`src/rtl/blk_seq_ctrl.sv`:
```
// Block-sequence controller: follows each active pixel through a frame tiled in
// HBLKS x VBLKS blocks, flags block/row boundaries, frame end and bad geometry.
module blk_seq_ctrl #(
  parameter int HBLKS = 10,
  parameter int VBLKS = 10,
  parameter int HPXS  = 30,
  parameter int VPXS  = 30
) (
  input  logic                     clk_i,
  input  logic                     rst_i,
  input  logic                     en_i,
  input  logic                     vs_i,
  input  logic                     de_i,
  output logic [$clog2(HBLKS)-1:0] ht_o,
  output logic [$clog2(VBLKS)-1:0] vt_o,
  output logic                     de_o,
  output logic                     h_save_o,
  output logic                     v_save_o,
  output logic                     frame_done_o,
  output logic                     err_o
);
  localparam int HTW = $clog2(HBLKS);
  localparam int VTW = $clog2(VBLKS);
  localparam int HPW = (HPXS > 1) ? $clog2(HPXS) : 1;
  localparam int VPW = (VPXS > 1) ? $clog2(VPXS) : 1;
  localparam logic [HTW-1:0] HT_MAX  = HTW'(HBLKS - 1);
  localparam logic [VTW-1:0] VT_MAX  = VTW'(VBLKS - 1);
  localparam logic [HPW-1:0] HPX_MAX = HPW'(HPXS - 1);
  localparam logic [VPW-1:0] VPX_MAX = VPW'(VPXS - 1);

  typedef enum logic [1:0] {IDLE, ACTIVE, SKIP} state_t;

  state_t         state_q, state_d;
  logic           vs_q, de_q, full_q;
  logic [HPW-1:0] hpx;
  logic [HTW-1:0] ht;
  logic [VPW-1:0] vpx;
  logic [VTW-1:0] vt;
  logic           vs_rise, line_end;
  logic           pix_ok, pix_drop, eol;
  logic           h_save_d, v_save_d, done_d, err_d;

  assign vs_rise  = vs_i & ~vs_q;
  assign line_end = de_q & ~de_i;

  always_ff @(posedge clk_i or posedge rst_i)
    if (rst_i) state_q <= IDLE;
    else       state_q <= state_d;

  always_comb begin
    state_d = state_q;
    if (vs_rise)     state_d = en_i ? ACTIVE : SKIP;
    else if (done_d) state_d = IDLE;
  end

  // vs_i edge wins over pixel and line-end events in the same cycle
  always_comb begin
    pix_ok   = 1'b0;
    pix_drop = 1'b0;
    eol      = 1'b0;
    if (state_q == ACTIVE && !vs_rise) begin
      pix_ok   = de_i & ~full_q;
      pix_drop = de_i & full_q;
      eol      = line_end;
    end
    h_save_d = pix_ok && (hpx == HPX_MAX);
    v_save_d = eol && (vpx == VPX_MAX);
    done_d   = v_save_d && (vt == VT_MAX);
    err_d    = pix_drop || (eol && !full_q);
  end

  // full_q marks a line that has already delivered HBLKS*HPXS pixels
  always_ff @(posedge clk_i or posedge rst_i) begin
    if (rst_i) begin
      vs_q <= 1'b0; de_q <= 1'b0; full_q <= 1'b0;
      hpx  <= '0;   ht   <= '0;   vpx    <= '0;   vt <= '0;
    end else begin
      vs_q <= vs_i;
      de_q <= vs_rise ? 1'b0 : de_i;
      if (vs_rise) begin
        full_q <= 1'b0;
        hpx <= '0; ht <= '0; vpx <= '0; vt <= '0;
      end else if (pix_ok) begin
        if (hpx == HPX_MAX) begin
          hpx <= '0;
          if (ht == HT_MAX) full_q <= 1'b1;
          else              ht     <= ht + HTW'(1);
        end else begin
          hpx <= hpx + HPW'(1);
        end
      end else if (eol) begin
        full_q <= 1'b0;
        hpx    <= '0;
        ht     <= '0;
        if (vpx == VPX_MAX) begin
          vpx <= '0;
          vt  <= (vt == VT_MAX) ? '0 : vt + VTW'(1);
        end else begin
          vpx <= vpx + VPW'(1);
        end
      end
    end
  end

  always_ff @(posedge clk_i or posedge rst_i) begin
    if (rst_i) begin
      ht_o <= '0; vt_o <= '0;
      de_o <= 1'b0; h_save_o <= 1'b0; v_save_o <= 1'b0;
      frame_done_o <= 1'b0; err_o <= 1'b0;
    end else begin
      ht_o         <= ht;
      vt_o         <= vt;
      de_o         <= pix_ok;
      h_save_o     <= h_save_d;
      v_save_o     <= v_save_d;
      frame_done_o <= done_d;
      err_o        <= err_o | err_d;
    end
  end
endmodule

```
`config.mk`:
```
export PLATFORM = sky130hd
export DESIGN_NAME = blk_seq_ctrl
export DESIGN_NICKNAME = d
export VERILOG_FILES = /design/src/rtl/blk_seq_ctrl.sv
export SDC_FILE = /design/constraint.sdc
export NUM_CORES = 1
export LEC_CHECK = 0
export CORE_UTILIZATION = 45
export CTS_BUF_LIST = sky130_fd_sc_hd__clkbuf_16
export CTS_CLUSTER_DIAMETER = 50
export DETAILED_ROUTE_END_ITERATION = 7
export PLACE_DENSITY = 0.69
export SLEW_MARGIN = 30
export SYNTH_ARGS = -nofsm -noshare
export SYNTH_HDL_FRONTEND = slang
export SYNTH_SLANG_ARGS = --single-unit
```
`constraint.sdc`:
```
create_clock -name clk_i -period 1.6 [get_ports clk_i]
set_input_delay 0.4 -clock clk_i [delete_from_list [all_inputs] [get_ports clk_i]]
set_output_delay 0.4 -clock clk_i [all_outputs]
set_load 0.01 [all_outputs]
```
### Word-level counts from Yosys, hierarchy flattened

Index checks and enable logic that the tools add are counted.

* bits in writable memories: 0
* logic and storage cells: 82
* input port bits: 5
* memory bits (read-only): 0
* bits in latches: 0
* bits in registers: 36
* memories kept: 0

* shift operators: 0
* divide/modulo/power cells: 0
* mux-type cells: 30
* multipliers: 0
* eq/ne operators: 9
* add/subtract/negate cells: 4
* reduce and logical (&&, ||, !) cells: 16
* $lt $le $gt $ge: 0
* bitwise operators: 8

Operators with widths (number)
* 2-to-1 mux 4 bit: 10
* 2-to-1 mux 5 bit: 8
* adder 5 x 1 -> 5 bit (second input constant): 2
* equality test 5 bit (second input constant): 2
* 2-to-1 mux 1 bit: 9
* AND reduction 3 bit: 3
* adder 4 x 1 -> 4 bit (second input constant): 2
* equality test 4 bit (second input constant): 2
* 2-to-1 mux 2 bit: 3
* inequality test 3 x 2 -> 1 bit (second input constant): 2
* nonzero test 2 bit: 3
* logical AND 1 bit: 5
* AND 1 bit: 4
* inequality test 3 bit (second input constant): 1
* inverter 1 bit: 3
* nonzero test 3 bit: 1
* equality test 2 x 1 -> 1 bit (second input constant): 1
* zero test 1 bit: 2
* inequality test 2 bit (second input constant): 1
* AND reduction 2 bit: 1
* logical OR 1 bit: 1
* bitwise OR 1 bit: 1

### Logic depth before layout (Yosys ltp)

Gate-level depths: netlist of the first run.

* depth in word-level cells: 9
* depth in mapped cells: 6

### Worst setup path before layout of the first run

No wires, ideal clock.

* path type: flip-flop to flip-flop
* start point: reg hpx[1]
* end point: reg ht[3]
* setup time: 0.077 ns
* required time: 1.523 ns
* cell stages (with the launch flop): 7
* data arrival time: 1.469 ns
* setup slack: 0.053 ns
* path through: dfrtp_1 -> inv_1 -> ha_1 -> and4_4 -> nand4_4 -> or3_1 -> a21oi_1

* cells in the longest elaborated chain, start to end: 3

Ends and longest elaborated chain
* start: declaration: line 35 `logic [HPW-1:0] hpx;`
* start signal: assignment: line 89 `hpx <= hpx + HPW'(1);`
* equality test 5 bit: line 84 `if (hpx == HPX_MAX) begin`
* inequality test 3 x 2 -> 1 bit (no source line)
* AND reduction 3 bit (no source line)
* end signal: assignment: line 87 `else ht <= ht + HTW'(1);`
* end: declaration: line 36 `logic [HTW-1:0] ht;`

No other way between the ends.
A chain may end at the register's enable or synchronous reset.

### Worst setup path in the final report of the first run

* start point: in de_i
* end point: reg vt[3]

* cells in the longest elaborated chain, start to end: 5
* elaborated cells on any way between the ends: 8
* classes of those cells: 1 x eq/ne; 2 x mux; 3 x bitwise; 2 x reduce/logical

Ends and longest elaborated chain
* start: declaration: line 13 `input logic de_i,`
* inverter 1 bit: line 44 `assign line_end = de_q & ~de_i;`
* AND 1 bit: line 44
* 2-to-1 mux 1 bit: line 61 `if (state_q == ACTIVE && !vs_rise) begin`
* nonzero test 2 bit (no source line)
* AND reduction 3 bit (no source line) (*)
* end signal: assignment: line 97 `vt <= (vt == VT_MAX) ? '0 : vt + VTW'(1);`
* end: declaration: line 38 `logic [VTW-1:0] vt;`

Every way passes the cells marked *; elsewhere a longest branch is shown, timed or not.

==> results of run 1 <==
## synthesized netlist by cell type, drive strengths merged
library cell	n
mux2i	4
o211a	1
or3	3
a31o	1
buf	2
nand3	7
o21a	1
a22o	2
nor2	5
o32ai	1
nor4b	1
a31oi	3
a41oi	1
ha	8
clkinv	1
inv	7
and2	1
dfrtp	36
nand2b	3
and4	2
nor3	2
nor3b	4
o21ai	12
a21oi	3
or2	5
a211o	2
nand4b	1
and4bb	1
o22ai	1
nor2b	2
nand4	3
o211ai	3
nand2	15
## power by group through the flow
| stage | logic (mW) | clock network (mW) | registers [mW] |
|---|---|---|---|
| after floorplan | 0.171 | 0 | 1.05 |
| after global placement | 0.319 | 0 | 1.05 |
| after detailed placement | 0.339 | 0 | 1.05 |
| after CTS | 0.347 | 0.930 | 1.04 |
| after global routing | 0.400 | 0.967 | 1.05 |
| final | 0.361 | 0.906 | 1.04 |
## flip-flops by register name (all words and copies together) (netlist names)
signal,flops
vs_q,1
vpx,5
frame_done_o,1
de_o,1
de_q,1
ht,4
v_save_o,1
vt,4
err_o,1
ht_o,4
vt_o,4
full_q,1
hpx,5
h_save_o,1
state_q,2
## final timing paths
check                                         from  depth (start not counted)            endpoint
max in group asynchronous                    rst_i                          3      de_o$_DFF_PP0_
worst min register to register   ht[1]$_DFFE_PP0P_                          0   ht_o[1]$_DFF_PP0_
worst max-delay path                          de_i                          6   vt[3]$_DFFE_PP0P_
worst min-delay path                          vs_i                          1      vs_q$_DFF_PP0_
min in group asynchronous                    rst_i                          3  hpx[3]$_DFFE_PP0P_
worst max register to register  vpx[1]$_DFFE_PP0P_                          6   vt[3]$_DFFE_PP0P_
## metal layers
layer,GRT usage,share of wire
met1,0.209,0.43
met2,0.323,0.52
met3,0.0607,0.028
met4,0.0988,0.017
met5,0,0
## kinds of logic after synthesis
group                      share of synthesized area
AOI/OAI and AO/OA                              0.123
DFF                                            0.552
muxes                                         0.0245
buffers and inverters                         0.0276
adders and majority gates                     0.0614
and+or+nand+nor                                0.211
## area by class of cell
cell class	instances	area [sq um]	share of cell area
inverters	8	31.3	0.0138
flip-flops and latches	36	901	0.397
well taps	46	57.6	0.0254
repair buffers	42	372	0.164
multi-input cells	98	768	0.339
clock inverters	2	12.5	0.00552
clock buffers	5	125	0.0552
## repair_timing
item	in CTS	in global routing
resized for setup	11	17
pin swaps	0	7
buffers inserted	0	0
setup endpoints to repair	13	15
## per-stage QoR
| stage | instances | TNS (ns) | instance area, sq um |
|---|---|---|---|
| 3_5_place_dp | 230 | -6.30 | 2040 |
| 4_1_cts | 237 | 0 | 2210 |
| 6_report | 237 | 0 | 2270 |
| 3_3_place_gp | 230 | -5.47 | 2040 |
| 2_1_floorplan | 144 | 0 | 1630 |
| 5_1_grt | 237 | -0.0147 | 2270 |
==> impl_results.md, run 1 <==
* Post-Synthesis Cells at 144
* DP Wirelength at 2.28 mm
* Core Footprint at 3420 sq um
* Slew HR at 0.823
* Clock Path Buffers at 2
* IO buf count at 17
* CP delay by family, top: simple AND/OR/NAND/NOR gates
* Mean post-synth cell area at 11.3 sq um
* Clk Latency, worst-skew pair at 0.28 ns
* CTS buffer count at 5
* Fin. Hold Viols at 0
* Crit-path cells: clkdlybuf4s50_1 -> buf_4 -> nand2b_1 -> nand4b_4 -> or3_1 -> o211ai_1
* Critical Path Source Type: primary input
* Area share of the leading cell type in the synthesized netlist at 0.552
* CP max FO at 6
* CP Capture Type: flop
* Clk pwr share at 0.393
* Fmax at 0.637 GHz
* Post-Syn Nets at 157
* Arr. time, crit path at 1.76 ns
* Register area share after synthesis at 0.552
* Ys Warns at 0
* Most frequent cells in the layout: dfrtp_1 (36), buf_4 (24), clkdlybuf4s50_1 (15), nand2_1 (14)
* First-pass GRT wire length at 5.58 mm
* Die ar. at 3870 sq um
* First-pass DRT Iterations at 4
* Diode count at 0
* Period utilization at 0.981
* Most common cell after layout, fill and taps aside: dfrtp_1
* Detailed Route Iter0 Violations at 64
* Yosys top cell by area: dfrtp_1
* Total number of vias at 1269
* CTS root buf: clkbuf_16
* Ports at 18
* # DRC at 0
* Vias/cell at 5.35
* Netlist cell types at 38
* CP bufs+invs at 2
* Reg clk slew, reported paths at 0.05 ns
* Tot GR Track Use at 0.189
* Vias in the first global route at 1296
* Status: finished, final reports clean
* Pleak at 1.05 nW
* Setup violators final at 0
* Synth top area cells: dfrtp_1 (55%), ha_1 (6.1%), o21ai_0 (3.7%)
* Worst hold slack at 0.350 ns
* Max stage delay on crit path at 0.42 ns
* # fillers at 267
* Seq cells post-synth at 36
* Nets at 204
* Avg WL per Cell at 13.8 microns
* Sequential share of power at 0.451
* Max Cap Viol at 0
* Pwr per Cell Area at 1020 nW/um^2
* WP data required at 1.79 ns
* Sw power at 577 uW
* Combinational Power Share at 0.156
* Initial Util at 0.478
* Worst slack, placed at -0.357 ns
* Total power at 2.31 mW
* Max Slew Vio Count at 0
* Critical-path top delay cell: clkdlybuf4s50_1
* Initial antenna violation count at 0
* CTS Sinks at 36
* Synthesized cell area at 1630 sq um
* Min Tclk post-route at 1.57 ns
* GR Overflow Total at 0
* RSZ-0062 raised after global routing: yes
* Final setup skew at 0.00384 ns
* Post-route ant nets at 0
* Worst min-delay path category: in2reg
* Flop2flop setup slack at 0.07 ns
* Chip height at 62.2 microns
* Sw Share at 0.250
* Total number of H-tree levels at 2
* Internal power at 1.73 mW
* Share of cells above drive strength 1 at 0.304
* Max VDD drop at 0.776 mV
* Hold_buf cts at 0
* Largest net degree at the start of global routing at 37
* Critical setup path kind: in2reg
* Rows at 21
* Post-Route WL at 3.27 mm
* Area delta synth->final at 39.0%
* Die X at 62.2 microns
* Worst-Margin Slew at 0.263 ns
* Final core utilization at 0.664
* Final WS setup at 0.0297 ns
* CTS tree: done
* RePlAce Congestion at 0.750
(Power assumes the default switching activity.)
==> inputs of run 2 (changes only) <==
Settings changed: CTS_CLUSTER_SIZE from default to 20, PLACE_DENSITY 0.69 to 0.66, SLEW_MARGIN 30 to 20.
Clock period 1.6 ns to 1.8 ns, I/O delays scaled along.
==> impl_results.md, run 2 (same netlist as run 1, synthesis figures left out) <==
* Max stage delay on crit path at 0.41 ns (was 0.42 ns)
* Setup violators final at 0 (unchanged)
* IO buf count at 17 (unchanged)
* Share of cells above drive strength 1 at 0.201 (was 0.304)
* Crit-path cells: inv_1 -> ha_2 -> and4_4 -> nand4_4 -> or3_1 -> a21oi_1 (was clkdlybuf4s50_1 -> buf_4 -> nand2b_1 -> nand4b_4 -> or3_1 -> o211ai_1)
* First-pass GRT wire length at 5.38 mm (was 5.58 mm)
* Most frequent cells in the layout: dfrtp_1 (36), clkdlybuf4s50_1 (16), buf_4 (16), nand2_1 (15), o21ai_0 (12) (was dfrtp_1 (36), buf_4 (24), clkdlybuf4s50_1 (15), nand2_1 (14))
* Arr. time, crit path at 1.88 ns (was 1.76 ns)
* Critical setup path kind: reg2reg (was in2reg)
* CTS tree: done (unchanged)
* Internal power at 1.50 mW (was 1.73 mW)
* Combinational Power Share at 0.121 (was 0.156)
* Multi-input logic area at 688 sq um (was 768 sq um)
* Total number of H-tree levels at 2 (unchanged)
* Sequential share of power at 0.469 (was 0.451)
* Worst min-delay path category: reg2reg (was in2reg)
* Post-Route WL at 3.06 mm (was 3.27 mm)
* Worst hold slack at 0.429 ns (was 0.350 ns)
* Pwr per Cell Area at 934 nW/um^2 (was 1020 nW/um^2)
* Core Footprint at 3420 sq um (unchanged)
* CTS Sinks at 36 (unchanged)
* First-pass DRT Iterations at 4 (unchanged)
* GR Overflow Total at 0 (unchanged)
* Tot GR Track Use at 0.183 (was 0.189)
* CTS root buf: clkbuf_16 (unchanged)
* Diode count at 0 (unchanged)
* Sw power at 495 uW (was 577 uW)
* Period utilization at 0.929
* Storage cell area at 901 sq um (unchanged)
* Slew HR at 0.761 (was 0.823)
* Post-CTS setup buffers at 0 (unchanged)
* CTS buffer count at 5 (unchanged)
* Initial Util at 0.478 (unchanged)
* Max Slew Vio Count at 0 (unchanged)
* Reg clk slew, reported paths at 0.05 ns (about the same)
* WP data required at 2.01 ns (was 1.79 ns)
* Fmax at 0.598 GHz
* # DRC at 0 (unchanged)
* Ports at 18 (unchanged)
* Post-CTS sizing at 0 (was 11)
* Sw Share at 0.248 (was 0.250)
* Clk pwr share at 0.410 (was 0.393)
* Die X at 62.2 microns (unchanged)
* Min Tclk post-route at 1.67 ns
* Regs by FF count: hpx: 5 flops, vpx: 5 flops (unchanged)
* Vias/cell at 5.37 (was 5.35)
* Die ar. at 3870 sq um (unchanged)
* Critical-path top delay cell: dfrtp_1 (was clkdlybuf4s50_1)
* Most common cell after layout, fill and taps aside: dfrtp_1 (unchanged)
* RePlAce Congestion at 0.811 (was 0.750)
* Critical Path Source Type: flop (was primary input)
* DP Wirelength at 2.17 mm (was 2.28 mm)
* Clk Latency, worst-skew pair at 0.28 ns (about the same)
* Largest net degree at the start of global routing at 37 (unchanged)
* # fillers at 290 (was 267)
* RSZ-0062 raised after global routing: no (was yes)
* Status: finished, final reports clean (unchanged)
* Total power at 1.99 mW (was 2.31 mW)
* Vias in the first global route at 1205 (was 1296)
* Nets at 196 (was 204)
* Rows at 21 (unchanged)
* Hold_buf cts at 0 (unchanged)
* CP delay by family, top: simple AND/OR/NAND/NOR gates (unchanged)
* CP bufs+invs at 1 (was 2)
* Avg WL per Cell at 13.3 microns (was 13.8 microns)
* Area delta synth->final at 30.7% (was 39.0%)
* Detailed Route Iter0 Violations at 54 (was 64)
* Clock Path Buffers at 2 (unchanged)
* TNS Setup at 0 ns (unchanged)
* Final setup skew at 0.00256 ns (was 0.00384 ns)
* Worst-Margin Slew at 0.358 ns (was 0.263 ns)
* Fin. Hold Viols at 0 (unchanged)
* Max Cap Viol at 0 (unchanged)
* CP max FO at 6 (unchanged)
* Post-route ant nets at 0 (unchanged)
* Initial antenna violation count at 0 (unchanged)
* Total number of vias at 1235 (was 1269)
* Chip height at 62.2 microns (unchanged)
* Pleak at 0.982 nW (was 1.05 nW)
* CP Capture Type: flop (unchanged)
* Max VDD drop at 0.602 mV (was 0.776 mV)
-- run 2: cell count changes in the layout (fill, tap and decap cells not counted), sizes merged --
cell / before / now
buf: 25 / 17
clkdlybuf4s50: 15 / 16
clkinv: 2 / 3
dlygate4sd2: 1 / 0
-- run 2: cell type report --
type                       count  share of cell area
sequential                    36               0.423
multi-input combinational     98               0.323
timing repair buffer          34               0.147
clock buffer                   5              0.0587
tap                           46              0.0270
inverter                       8              0.0158
clock inverter                 3             0.00646
-- run 2: per-stage QoR --
step	worst slack [ns]	utilization	cell area, sq um	std cells
6_report	0.127	0.624	2130	230
5_1_grt	0.00753	0.624	2130	230
4_1_cts	0.0718	0.622	2120	230
3_5_place_dp	-0.217	0.581	1980	222
3_3_place_gp	-0.133	0.581	1980	222
2_1_floorplan	0.253	-	1630	144
-- run 2: worst paths after layout --
check,slack [ns],from,cells past startpoint,to
worst max-delay path,0.13,hpx[1]$_DFFE_PP0P_,6,ht[3]$_DFFE_PP0P_
worst min-delay path,0.43,ht[3]$_DFFE_PP0P_,0,ht_o[3]$_DFF_PP0_
worst max register to register,0.13,hpx[1]$_DFFE_PP0P_,6,ht[3]$_DFFE_PP0P_
worst min register to register,0.43,ht[3]$_DFFE_PP0P_,0,ht_o[3]$_DFF_PP0_
max in group asynchronous,1.09,rst_i,3,vpx[1]$_DFFE_PP0P_
min in group asynchronous,0.53,rst_i,3,hpx[2]$_DFFE_PP0P_
-- run 2: metal layers --
| layer | global-route usage | up-vias | routed length (microns) |
|---|---|---|---|
| met5 | 0 | - | 0 |
| met1 | 0.207 | 615 | 1360 |
| li1 | - | 594 | - |
| met3 | 0.0625 | 7 | 108 |
| met4 | 0.0930 | 0 | 65 |
| met2 | 0.305 | 19 | 1520 |
-- run 2: power by group through the flow --
stage / registers, mW / logic (mW) / clock network, mW
final: 0.933 / 0.241 / 0.817
after global routing: 0.943 / 0.273 / 0.863
after CTS: 0.932 / 0.244 / 0.835
after detailed placement: 0.945 / 0.242 / 0
after global placement: 0.942 / 0.235 / 0
after floorplan: 0.934 / 0.152 / 0
==> inputs of run 3 (changes only) <==
Settings changed: CORE_ASPECT_RATIO from default to 0.5, PLACE_DENSITY 0.66 to 0.69.
Clock period 1.8 ns to 1.4 ns, I/O delays scaled along.
==> impl_results.md, run 3 (same netlist as run 1, synthesis figures left out) <==
* Avg WL per Cell at 14.2 microns (was 13.3 microns)
* Crit-path cells: inv_2 -> ha_4 -> and4_4 -> nand4b_4 -> or2_4 -> o211ai_1 (was inv_1 -> ha_2 -> and4_4 -> nand4_4 -> or3_1 -> a21oi_1)
* Chip height at 44.6 microns (was 62.2 microns)
* Fin. Hold Viols at 0 (unchanged)
* Worst R2R End: vt[3]$_DFFE_PP0P_ (was ht[3]$_DFFE_PP0P_)
* Crit path depth at 6 (unchanged)
* Detailed Route Iter0 Violations at 45 (was 54)
* R2r startpoint: vpx[1]$_DFFE_PP0P_ (was hpx[1]$_DFFE_PP0P_)
* Die ar. at 3890 sq um (was 3870 sq um)
* Pleak at 1.21 nW (was 0.982 nW)
* DP Wirelength at 2.27 mm (was 2.17 mm)
* Most common cell after layout, fill and taps aside: dfrtp_1 (unchanged)
* Arr. time, crit path at 1.70 ns (was 1.88 ns)
* Hold path depth at 1 (was 0)
* Initial antenna violation count at 0 (unchanged)
* RSZ-0062 raised after global routing: yes (was no)
* Total number of H-tree levels at 2 (unchanged)
* Worst R2R Path Depth at 6 (unchanged)
* Period utilization at 1.08 (was 0.929)
* First-pass GRT wire length at 5.83 mm (was 5.38 mm)
* Clk Latency, worst-skew pair at 0.28 ns (about the same)
* Critical-path top delay cell: dfrtp_1 (unchanged)
* Final WS setup at -0.108 ns (was 0.127 ns)
* Worst min-delay path category: in2reg (was reg2reg)
* Failing checks: negative setup slack
* Post-route ant nets at 0 (unchanged)
* CP Capture Type: flop (unchanged)
* Max Cap Viol at 0 (unchanged)
* Status: complete, but fails checks (was finished, final reports clean)
* Nets at 219 (was 196)
* Core Footprint at 3450 sq um (was 3420 sq um)
* Initial Util at 0.472 (was 0.478)
* CTS buffer count at 5 (unchanged)
* Total number of vias at 1321 (was 1235)
* Share of cells above drive strength 1 at 0.386 (was 0.201)
* Max VDD drop at 0.730 mV (was 0.602 mV)
* RePlAce Congestion at 0.815 (was 0.811)
* Met1 Use GR at 0.264 (was 0.207)
* IO buf count at 17 (unchanged)
* Die X at 87.2 microns (was 62.2 microns)
* HP Start: vs_i (was ht[3]$_DFFE_PP0P_)
* Flop2flop setup slack at -0.11 ns (was 0.13 ns)
* Regs by FF count: hpx: 5 flops, vpx: 5 flops (unchanged)
* CP max FO at 6 (unchanged)
* GR Overflow Total at 0 (unchanged)
* CTS root buf: clkbuf_16 (unchanged)
* Critical Path Source Type: flop (unchanged)
* Worst-Margin Slew at 0.403 ns (was 0.358 ns)
* CTS Sinks at 36 (unchanged)
* Top Usage Layer GRT: met2 (unchanged)
* Max Slew Vio Count at 0 (unchanged)
* Fmax at 0.663 GHz (was 0.598 GHz)
* Ports at 18 (unchanged)
* Tot GR Track Use at 0.206 (was 0.183)
* TNS Setup at -0.523 ns (was 0 ns)
* Clock Path Buffers at 2 (unchanged)
* Placed cell count at 240 (was 222)
* Final setup skew at 0.00598 ns (was 0.00256 ns)
* WP data required at 1.60 ns (was 2.01 ns)
* Critical setup path kind: reg2reg (unchanged)
* Post-Layout Cell Count at 258 (was 230)
* Design area at 2450 sq um (was 2130 sq um)
* # DRC at 0 (unchanged)
* Vias/cell at 5.12 (was 5.37)
* Rows at 15 (was 21)
* GR Util met3 at 0.0653 (was 0.0625)
* Worst slack, placed at -0.490 ns (was -0.217 ns)
* Area delta synth->final at 50.4% (was 30.7%)
* Worst Setup EP: vt[3]$_DFFE_PP0P_ (was ht[3]$_DFFE_PP0P_)
* CP bufs+invs at 1 (unchanged)
* Most frequent cells in the layout: dfrtp_1 (35), buf_4 (32), dlygate4sd2_1 (15), nand2_1 (13) (was dfrtp_1 (36), clkdlybuf4s50_1 (16), buf_4 (16), nand2_1 (15), o21ai_0 (12))
* Cell Area, Placed at 2110 sq um (was 1980 sq um)
* Worst hold slack at 0.358 ns (was 0.429 ns)
* Largest net degree at the start of global routing at 37 (unchanged)
* Vias in the first global route at 1285 (was 1205)
* CP delay by family, top: simple AND/OR/NAND/NOR gates (unchanged)
* Min Tclk post-route at 1.51 ns (was 1.67 ns)
* Slew HR at 0.731 (was 0.761)
* Reg clk slew, reported paths at 0.05 ns (about the same)
* Diode count at 0 (unchanged)
* Setup crit start: vpx[1]$_DFFE_PP0P_ (was hpx[1]$_DFFE_PP0P_)
* Met2 Use GR at 0.340 (was 0.305)
* Pwr per Cell Area at 1150 nW/um^2 (was 934 nW/um^2)
* First-pass DRT Iterations at 4 (unchanged)
* Setup violators final at 11 (was 0)
* Max stage delay on crit path at 0.39 ns (was 0.41 ns)
* Post-Route WL at 3.65 mm (was 3.06 mm)
* CTS tree: done (unchanged)
## run 3: area by class of cell
type / count / area (sq um)
Inverter: 8 / 42.5
Fill cell: 252 / 1000
Sequential cell: 36 / 902
Tap cell: 51 / 63.8
Clock buffer: 5 / 125
Multi-Input combinational cell: 98 / 818
Clock inverter: 3 / 11.3
Timing Repair Buffer: 57 / 490
## run 3: per-stage QoR
stage	power [mW]	utilization
3_3_place_gp	1.58	0.611
2_1_floorplan	1.41	-
3_5_place_dp	1.60	0.611
5_1_grt	2.94	0.711
6_report	2.83	0.711
4_1_cts	2.70	0.680
## run 3: timing repair
| action | 4_1_cts | 5_1_grt |
|---|---|---|
| resized for setup | 38 | 22 |
| setup buffers | 8 | 3 |
| endpoints found under the hold margin | 0 | 0 |
| setup endpoints to repair | 34 | 20 |
| pin swaps | 9 | 10 |
| hold buffers | 0 | 0 |
## run 3: report_power, final
part	total (mW)	leakage (nW)	switching [mW]	internal (mW)
clock network	1.04	0.0738	0.404	0.640
registers	1.19	0.478	0.0722	1.12
logic	0.594	0.653	0.267	0.327
total	2.83	1.21	0.744	2.09
## run 3: worst min-delay path by stage
stage / slack, ns / to
after floorplan: 0.38 / vs_q$_DFF_PP0_
after global placement: 0.41 / ht_o[3]$_DFF_PP0_
after detailed placement: 0.42 / ht_o[3]$_DFF_PP0_
after CTS: 0.36 / vs_q$_DFF_PP0_
after global routing: 0.37 / vs_q$_DFF_PP0_
final: 0.36 / vs_q$_DFF_PP0_
## run 3: metal layers
| layer | share of wire | vias up | wire, microns |
|---|---|---|---|
| met4 | 0.014 | 0 | 52 |
| met1 | 0.48 | 645 | 1760 |
| met5 | 0 | - | 0 |
| met2 | 0.46 | 19 | 1700 |
| met3 | 0.040 | 7 | 145 |
| li1 | - | 650 | - |
